==> src/rtl/mux_sched_pkg.sv <==
// Shared constants and FSM encoding for the 16-way round-robin mux scheduler.
package mux_sched_pkg;

    localparam int unsigned NREQ  = 16;
    localparam int unsigned SEL_W = 4;
    localparam int unsigned TEN_W = 8;

    typedef enum logic [1:0] {
        ST_IDLE = 2'd0,
        ST_BUSY = 2'd1,
        ST_GAP  = 2'd2
    } sched_state_t;

endpackage

==> src/rtl/mux_rr_pick.sv <==
// Rotating-priority picker: first set req bit searching upward from last+1, wrapping.
import mux_sched_pkg::*;

module mux_rr_pick (
    input  logic [NREQ-1:0]  req,
    input  logic [SEL_W-1:0] last,
    output logic [SEL_W-1:0] index,
    output logic             any
);

    logic [SEL_W-1:0] w_cand;
    logic             w_found;

    // Scan offsets 1..NREQ from last; 4-bit addition wraps modulo 16, so offset 16 lands on last itself.
    always_comb begin
        index   = '0;
        w_cand  = '0;
        w_found = 1'b0;
        any     = |req;
        for (int unsigned k = 1; k <= NREQ; k++) begin
            w_cand = last + SEL_W'(k);
            if (!w_found && req[w_cand]) begin
                index   = w_cand;
                w_found = 1'b1;
            end
        end
    end

endmodule

==> src/rtl/mux16_rr_sched.sv <==
// 16:1 data mux with round-robin grant scheduler (IDLE -> BUSY -> GAP).
// Optional tenure limit enabled by defining MUX_SCHED_TIMEOUT_EN.
import mux_sched_pkg::*;

module mux16_rr_sched #(
    parameter int unsigned HOLD_MAX = 15
) (
    input  logic             clk,
    input  logic             rst,
    input  logic [NREQ-1:0]  req,
    input  logic             done,
    input  logic [NREQ-1:0]  in,
    output logic [SEL_W-1:0] sel,
    output logic [NREQ-1:0]  gnt,
    output logic             gnt_valid,
    output logic             out,
    output logic             timeout
);

    if (HOLD_MAX < 1 || HOLD_MAX > 255) begin : g_bad_hold
        $error("mux16_rr_sched: HOLD_MAX must be within 1..255");
    end

    sched_state_t     r_state, w_state_nx;
    logic [SEL_W-1:0] r_sel, w_sel_nx;
    logic [NREQ-1:0]  r_gnt, w_gnt_nx;
    logic             r_gnt_valid, w_valid_nx;
    logic [SEL_W-1:0] r_last, w_last_nx;
    logic [SEL_W-1:0] w_pick_idx;
    logic             w_pick_any;
    logic             w_expire;
    logic             w_release;
    logic             w_timeout_nx;

    mux_rr_pick u_pick (
        .req   (req),
        .last  (r_last),
        .index (w_pick_idx),
        .any   (w_pick_any)
    );

`ifdef MUX_SCHED_TIMEOUT_EN
    logic [TEN_W-1:0] r_ten, w_ten_nx;
    logic             r_timeout;

    // Tenure expires during the HOLD_MAX-th BUSY cycle (counter reads HOLD_MAX-1 then).
    always_comb begin
        w_expire = (32'(r_ten) + 32'd1) >= 32'(HOLD_MAX);
    end

    // Tenure counter and timeout pulse registers.
    always_ff @(posedge clk or posedge rst) begin
        if (rst) begin
            r_ten     <= '0;
            r_timeout <= 1'b0;
        end else begin
            r_ten     <= w_ten_nx;
            r_timeout <= w_timeout_nx;
        end
    end

    assign timeout = r_timeout;
`else
    // No tenure limit: grant persists until done or request drop.
    always_comb begin
        w_expire = 1'b0;
    end

    assign timeout = 1'b0;
`endif

    assign w_release = done | ~req[r_sel] | w_expire;

    // Next-state and registered-output computation.
    always_comb begin
        w_state_nx   = r_state;
        w_sel_nx     = r_sel;
        w_gnt_nx     = r_gnt;
        w_valid_nx   = r_gnt_valid;
        w_last_nx    = r_last;
        w_timeout_nx = 1'b0;
`ifdef MUX_SCHED_TIMEOUT_EN
        w_ten_nx     = r_ten;
`endif
        case (r_state)
            ST_IDLE: begin
                if (w_pick_any) begin
                    w_state_nx = ST_BUSY;
                    w_sel_nx   = w_pick_idx;
                    w_gnt_nx   = {{(NREQ-1){1'b0}}, 1'b1} << w_pick_idx;
                    w_valid_nx = 1'b1;
`ifdef MUX_SCHED_TIMEOUT_EN
                    w_ten_nx   = '0;
`endif
                end
            end
            ST_BUSY: begin
`ifdef MUX_SCHED_TIMEOUT_EN
                if (r_ten != '1) begin
                    w_ten_nx = r_ten + TEN_W'(1);
                end
`endif
                if (w_release) begin
                    w_state_nx   = ST_GAP;
                    w_gnt_nx     = '0;
                    w_valid_nx   = 1'b0;
                    w_last_nx    = r_sel;
                    w_timeout_nx = w_expire & ~done;
                end
            end
            ST_GAP: begin
                w_state_nx = ST_IDLE;
            end
            default: begin
                w_state_nx = ST_IDLE;
                w_gnt_nx   = '0;
                w_valid_nx = 1'b0;
            end
        endcase
    end

    // State and output registers; reset mid-grant drops the grant with no GAP.
    always_ff @(posedge clk or posedge rst) begin
        if (rst) begin
            r_state     <= ST_IDLE;
            r_sel       <= '0;
            r_gnt       <= '0;
            r_gnt_valid <= 1'b0;
            r_last      <= SEL_W'(NREQ - 1);
        end else begin
            r_state     <= w_state_nx;
            r_sel       <= w_sel_nx;
            r_gnt       <= w_gnt_nx;
            r_gnt_valid <= w_valid_nx;
            r_last      <= w_last_nx;
        end
    end

    assign sel       = r_sel;
    assign gnt       = r_gnt;
    assign gnt_valid = r_gnt_valid;
    assign out       = r_gnt_valid ? in[r_sel] : 1'b0;

endmodule

==> config.mk <==
export PLATFORM = sky130hd
export DESIGN_NAME = mux16_rr_sched
export DESIGN_NICKNAME = d
export VERILOG_FILES = /design/src/rtl/mux_sched_pkg.sv /design/src/rtl/mux_rr_pick.sv /design/src/rtl/mux16_rr_sched.sv
export SDC_FILE = /design/constraint.sdc
export NUM_CORES = 1
export LEC_CHECK = 0
export CORE_UTILIZATION = 50
export DETAILED_ROUTE_END_ITERATION = 8
export GPL_TIMING_DRIVEN = 0
export MAX_ROUTING_LAYER = met4
export PLACE_DENSITY = 0.88
export SKIP_CTS_REPAIR_TIMING = 1
export SLEW_MARGIN = 20
export SYNTH_ARGS = -nofsm -noshare
export SYNTH_HDL_FRONTEND = slang
export SYNTH_SLANG_ARGS = --single-unit
==> constraint.sdc <==
create_clock -name clk -period 4.9 [get_ports clk]
set_clock_uncertainty 0.2 [all_clocks]
set_input_delay 0.735 -clock clk [delete_from_list [all_inputs] [get_ports clk]]
set_output_delay 0.735 -clock clk [all_outputs]
set_load 0.01 [all_outputs]
* Word level (Yosys, flattened, before mapping)
Index checks and enable logic that the tools add are counted.
Cells by class: muxes and demuxes 77, $add $sub $neg 15, bitwise gates (word level) 3, $lt $le $gt $ge 17, equal/unequal tests 4, shift operators 1, reductions and logical operators 36
Operator list (number):
- $lt A4 B5 Y1 const B | 17
- $bmux W1 S4 | 18
- $mux W4 | 16
- $pmux W16 S3 | 1
- $mux W1 | 36
- $add A4 B4 Y4 const B | 8
- $mux W16 | 2
- $add A4 B3 Y4 const B | 4
- $reduce_or A16 Y1 | 1
- $shl A1 B4 Y16 const A | 1
- $logic_and A1 B1 Y1 | 15
- $logic_not A1 Y1 | 15
- $add A4 B2 Y4 const B | 2
- $reduce_and A2 Y1 | 3
- $add A4 B1 Y4 const B | 1
- $mux W2 | 2
- $pmux W2 S2 | 1
- $pmux W1 S3 | 1
- $reduce_and A3 Y1 | 1
- $eq A2 B1 Y1 const B | 1
- $eq A2 B2 Y1 const B | 1
- $logic_not A2 Y1 | 1
- $ne A2 B1 Y1 const B | 1
- $ne A2 B2 Y1 const B | 1
- other kinds (2) | 3
Storage, ports and cells: bits of input ports 35, output and inout port bits 23, bits in registers 27, word-level logic and storage cells 158

* Logic depth before layout (Yosys ltp)
depth in word-level cells 52, depth in mapped cells 18, depth with buffers taken out 12

* Hierarchy
From an unflattened synthesis, not the netlist that was laid out.
Unflattened totals: cells, all modules 417, area total of the unflattened synthesis 3911.3 um^2
By module, submodules not included:
- mux_rr_pick | cells an instance 298, sequential area each 0.0 um^2, area each 2481.1 um^2, instances 1
- mux16_rr_sched | cells an instance 119, sequential area each 680.7 um^2, area each 1430.1 um^2, instances 1

* Least setup slack after synthesis
Ideal clock, no wire load.
path kind reg-to-reg, start register r_last[1], end register r_gnt[12] (netlist: gnt[12]), arrival 4.677 ns, period minus slack after synthesis 4.998 ns, cell stages (with the launch flop) 18, data required time 4.578 ns, path slack -0.098 ns, buffers on the path 5, setup time 0.122 ns, cells stage by stage dfstp_2 > buf_2 > buf_2 > inv_1 > ha_1 > buf_6 > buf_6 > mux2_2 > mux4_2 > mux2_2 > or2_2 > buf_2 > nor4_4 > nand3_1 > a32oi_2 > a31oi_2 > and2_4 > a32o_1
Between the ends: word-level cells in the longest chain between the ends 52, elaborated cells on any way between the ends 111, classes of those cells add/sub: 15; shift: 1; mux: 65; reduce/logical: 30
RTL lines:
- from (decl) | RTL line mux16_rr_sched.sv:28 | logic [SEL_W-1:0] r_last, w_last_nx;
- from (signal assigned) | RTL line mux16_rr_sched.sv:129 | r_last <= SEL_W'(NREQ - 1);
- from (signal assigned) | RTL line mux16_rr_sched.sv:135 | r_last <= w_last_nx;
- $add A4 B1 Y4 | RTL line mux_rr_pick.sv:21 | w_cand = last + SEL_W'(k);
- $bmux W1 S4 | RTL line mux_rr_pick.sv:22 | if (!w_found && req[w_cand]) begin
- $mux W1 (not written as such) | RTL line mux_rr_pick.sv:22
- $mux W1 | RTL line mux_rr_pick.sv:22
- $logic_not A1 Y1 | RTL line mux_rr_pick.sv:22
- $logic_and A1 B1 Y1 | RTL line mux_rr_pick.sv:22
- $mux W1 | RTL line mux_rr_pick.sv:22
- $logic_not A1 Y1 | RTL line mux_rr_pick.sv:22
- [... 36 more ...]
- $logic_and A1 B1 Y1 | RTL line mux_rr_pick.sv:22
- $mux W1 | RTL line mux_rr_pick.sv:22
- $logic_not A1 Y1 | RTL line mux_rr_pick.sv:22
- $logic_and A1 B1 Y1 | RTL line mux_rr_pick.sv:22
- $mux W4 (*) | RTL line mux_rr_pick.sv:22
- $shl A1 B4 Y16 (*) | RTL line mux16_rr_sched.sv:90 | w_gnt_nx = {{(NREQ-1){1'b0}}, 1'b1} << w_pick_idx;
- $mux W16 (*) | RTL line mux16_rr_sched.sv:87 | if (w_pick_any) begin
- $pmux W16 S3 (*) | RTL line mux16_rr_sched.sv:85 | case (r_state)
- to (signal assigned) | RTL line mux16_rr_sched.sv:133 | r_gnt <= w_gnt_nx;
- to (decl) | RTL line mux16_rr_sched.sv:26 | logic [NREQ-1:0] r_gnt, w_gnt_nx;
Mark *: on every way between the ends. The rest lies on a longest branch, timed or not. The select of a mux whose other input is x is not followed. A chain may end at the register's enable or synchronous reset.

* Worst setup path in the final report
start register r_last[1], end register r_gnt[6] (netlist: gnt[6])
Same word-level chain as after synthesis.

==> impl_metrics.env <==
export IMPL_outcome="finished, final reports clean"
export IMPL_reg2reg_to="gnt[6]"
export IMPL_grt_overflow=0
export IMPL_async_flop_share_pct=100
export IMPL_cts_buffers=3
export IMPL_synth_edf_count=0
export IMPL_worstSetupStartpointType="flop"
export IMPL_grt_start_max_net_pins=28
export IMPL_htree_levels=1
export IMPL_cp_end_kind="flop"
export IMPL_drtIter0Drc=425
export IMPL_placed_cells=552
export IMPL_chipWidth_um=89.9
export IMPL_crit_fanout=10
export IMPL_area_growth_pct=26.1
export IMPL_core_area_um2=7370
export IMPL_ctsLongestPathBuffers=2
export IMPL_clkLatencyLatePin_ps=280
export IMPL_antenna_found_initial=0
export IMPL_max_stage_delay_ps=590
export IMPL_r2r_slack_ps=10
export IMPL_period_minus_slack_ps=4890
export IMPL_hold_depth=1
export IMPL_start_util_pct=52.4
export IMPL_maxSlewViolCount=0
export IMPL_gr_usage_all_layers_pct=30.8
export IMPL_numClockSinks=27
export IMPL_critical_path_required_ps=4880
export IMPL_io_pins=58
export IMPL_first_pass_iters=6
export IMPL_hold_path_end="r_state[0]"
export IMPL_dieArea_um2=8070
export IMPL_cts_tree="done"
export IMPL_fin_nets=514
export IMPL_grt_pass1_vias=3626
export IMPL_crit_slowest_cell="dfstp_2"
export IMPL_viasPerCell=6.90
export IMPL_wl_per_cell_um=22.3
export IMPL_syn_avg_cell_area_um2=9.72
export IMPL_drive_gt1_share_pct=28.5
export IMPL_synth_ff_type="dfrtp_1"
export IMPL_arrival_ps=4860
export IMPL_drc=0
export IMPL_netlist_area_um2=3860
export IMPL_tightest_slew_ps=837
export IMPL_min_path_type="reg -> reg"
export IMPL_worst_r2r_path_depth=17
export IMPL_postRouteAntennaNets=0
export IMPL_path_clk_slew_ps=90
export IMPL_synth_top_area_share_pct=18.7
export IMPL_ys_ff_latch=27
export IMPL_clock_fmax_mhz=205
export IMPL_fill_cells=563
export IMPL_syn_num_nets=440
export IMPL_gp_congestion=0.964
export IMPL_criticalPathCategory="reg -> reg"
export IMPL_die_h_um=89.9
export IMPL_yosysWarnings=0
export IMPL_layoutNonFillerInstCount=569
export IMPL_yosysUniqueCellTypes=77
export IMPL_drt_wl_total_mm=12.7
export IMPL_maxCapViolations=0
export IMPL_slew_headroom_pct=43.8
export IMPL_final_core_util_pct=66.0
export IMPL_seq_area_frac_synth_pct=17.6
export IMPL_setup_viol=0
export IMPL_synthTopCellsByArea="mux4_2 19%, dfrtp_1 15%, mux2i_1 7.5%"
export IMPL_std_cell_rows=31
export IMPL_hold_start="r_state[1]"
export IMPL_finalHoldViolCount=0
export IMPL_grt_pass1_wl_mm=19.3
export IMPL_postSynthCellCount=397
export IMPL_yosysTopAreaCell="mux4_2"
export IMPL_path_cells="buf_12 > buf_12 > clkinvlp_4 > ha_4 > buf_6 > mux2i_1 > mux2i_1 > mux4_2 > or4_1 > buf_6 > nor4_4 > buf_4 > nand3_2 > a32oi_2 > a31o_2 > nor2_1 > a32o_1"
export IMPL_port_buffers=56
export IMPL_vias=3926
export IMPL_cts_root_buf="clkbuf_8"
export IMPL_hpwl_mm=9.09
export IMPL_r2r_start="r_last[1]"
export IMPL_period_share_pct=99.7
export IMPL_diodes=0
-- final cells by class --
class / instances / area, um2 / share of cell area [%]
buffer: 23 / 184 / 3.78
clock buffer: 4 / 45.0 / 0.926
inverter: 8 / 36.3 / 0.746
multi-input combinational: 338 / 3130 / 64.3
sequential: 27 / 681 / 14.0
tap: 99 / 124 / 2.55
timing repair buffer: 70 / 666 / 13.7
-- cells by family (layout without fill, tap and decap cells) --
family	count (synthesis)	count (layout)	share of synthesized area, %
xor+xnor	13	13	2.95
flops	27	27	17.6
other cells	1	1	0.0972
buf+inv	32	105	4.44
compound gates	111	111	20.9
simple gates	116	116	16.1
fa+ha+maj	8	8	2.59
mux	89	89	35.2
-- stage by stage --
stage | hold slack [ps] | setup slack (ps) | instance area, um2 | setup TNS, ps
2_1_floorplan | 236 | 51.1 | 3860 | 0
3_3_place_gp | 250 | -566 | 4550 | -9210
3_5_place_dp | 260 | -670 | 4550 | -10970
4_1_cts | 272 | -686 | 4590 | -11390
5_1_grt | 292 | -84.4 | 4870 | -614
6_report | 270 | 14.4 | 4870 | 0
-- cell usage after synthesis (4+ instances only) --
library cell,count
mux4_2,32
nand2_1,31
nor2_1,30
mux2i_1,29
mux2_2,24
a21oi_1,23
dfrtp_1,23
o21ai_0,21
xnor2_1,9
a32o_1,8
buf_2,8
clkbuf_1,8
ha_1,8
o31ai_1,8
o22ai_1,7
inv_1,6
nand2b_1,6
nand3_1,6
and2_1,5
nor3_1,5
nor4_1,5
a211oi_1,4
buf_6,4
dfstp_2,4
nand4_1,4
o211ai_1,4
or2_2,4
xor2_1,4
-- critical path, delay by kind of cell, from the launching register on --
family | cells | cell delay [ps]
flip-flops | 1 | 590
AO/OA/AOI/OAI | 3 | 740
AND/OR/NAND/NOR | 4 | 880
adder cells (fa/ha/maj) | 1 | 310
buffers and inverters | 6 | 970
multiplexers | 3 | 1070
-- layout by cell type, fill, tap and decap left out, drive strengths merged, types with 2 or more instances in the layout --
cell type       n
clkdlybuf4s50  56
mux4           34
nand2          32
nor2           30
mux2i          29
buf            27
mux2           26
a21oi          23
dfrtp          23
o21ai          22
clkbuf         14
o31ai          11
xnor2           9
a32o            8
ha              8
nand3           8
o22ai           7
nor4            7
and2            7
inv             7
nand2b          6
or2             6
nor3            5
nand4           4
o211ai          4
a211oi          4
dfstp           4
xor2            4
a31oi           4
nor2b           3
o21a            3
a21boi          3
a21o            2
o311ai          2
a22o            2
and4            2
o32ai           2
a32oi           2
-- flip-flops by register name, summed over array words and instances, names as in the netlist --
signal / flops
gnt: 16
sel: 4
gnt_valid: 1
r_last: 4
r_state: 2
-- worst max-delay path by stage --
| stage | startpoint | to | slack [ps] | depth (start not counted) |
|---|---|---|---|---|
| 3_3_place_gp | r_last[1] | gnt[2] | -570 | 16 |
| 4_1_cts | r_last[1] | gnt[0] | -690 | 16 |
| 3_5_place_dp | r_last[1] | gnt[13] | -670 | 16 |
| 5_1_grt | r_last[1] | gnt[6] | -80 | 17 |
| 2_1_floorplan | r_last[1] | gnt[12] | 50 | 17 |
| 6_report | r_last[1] | gnt[6] | 10 | 17 |
-- routing by layer --
metal  routed length [um]  GRT usage [%]
met1                 5030           40.6
met2                 6180           51.0
met3                 1100           3.13
met4                  369           7.93
met5                    0              -
Power is left out: the tool's default activity adds up to more than one toggle a clock period on the data nets, which glitch-free logic cannot reach.
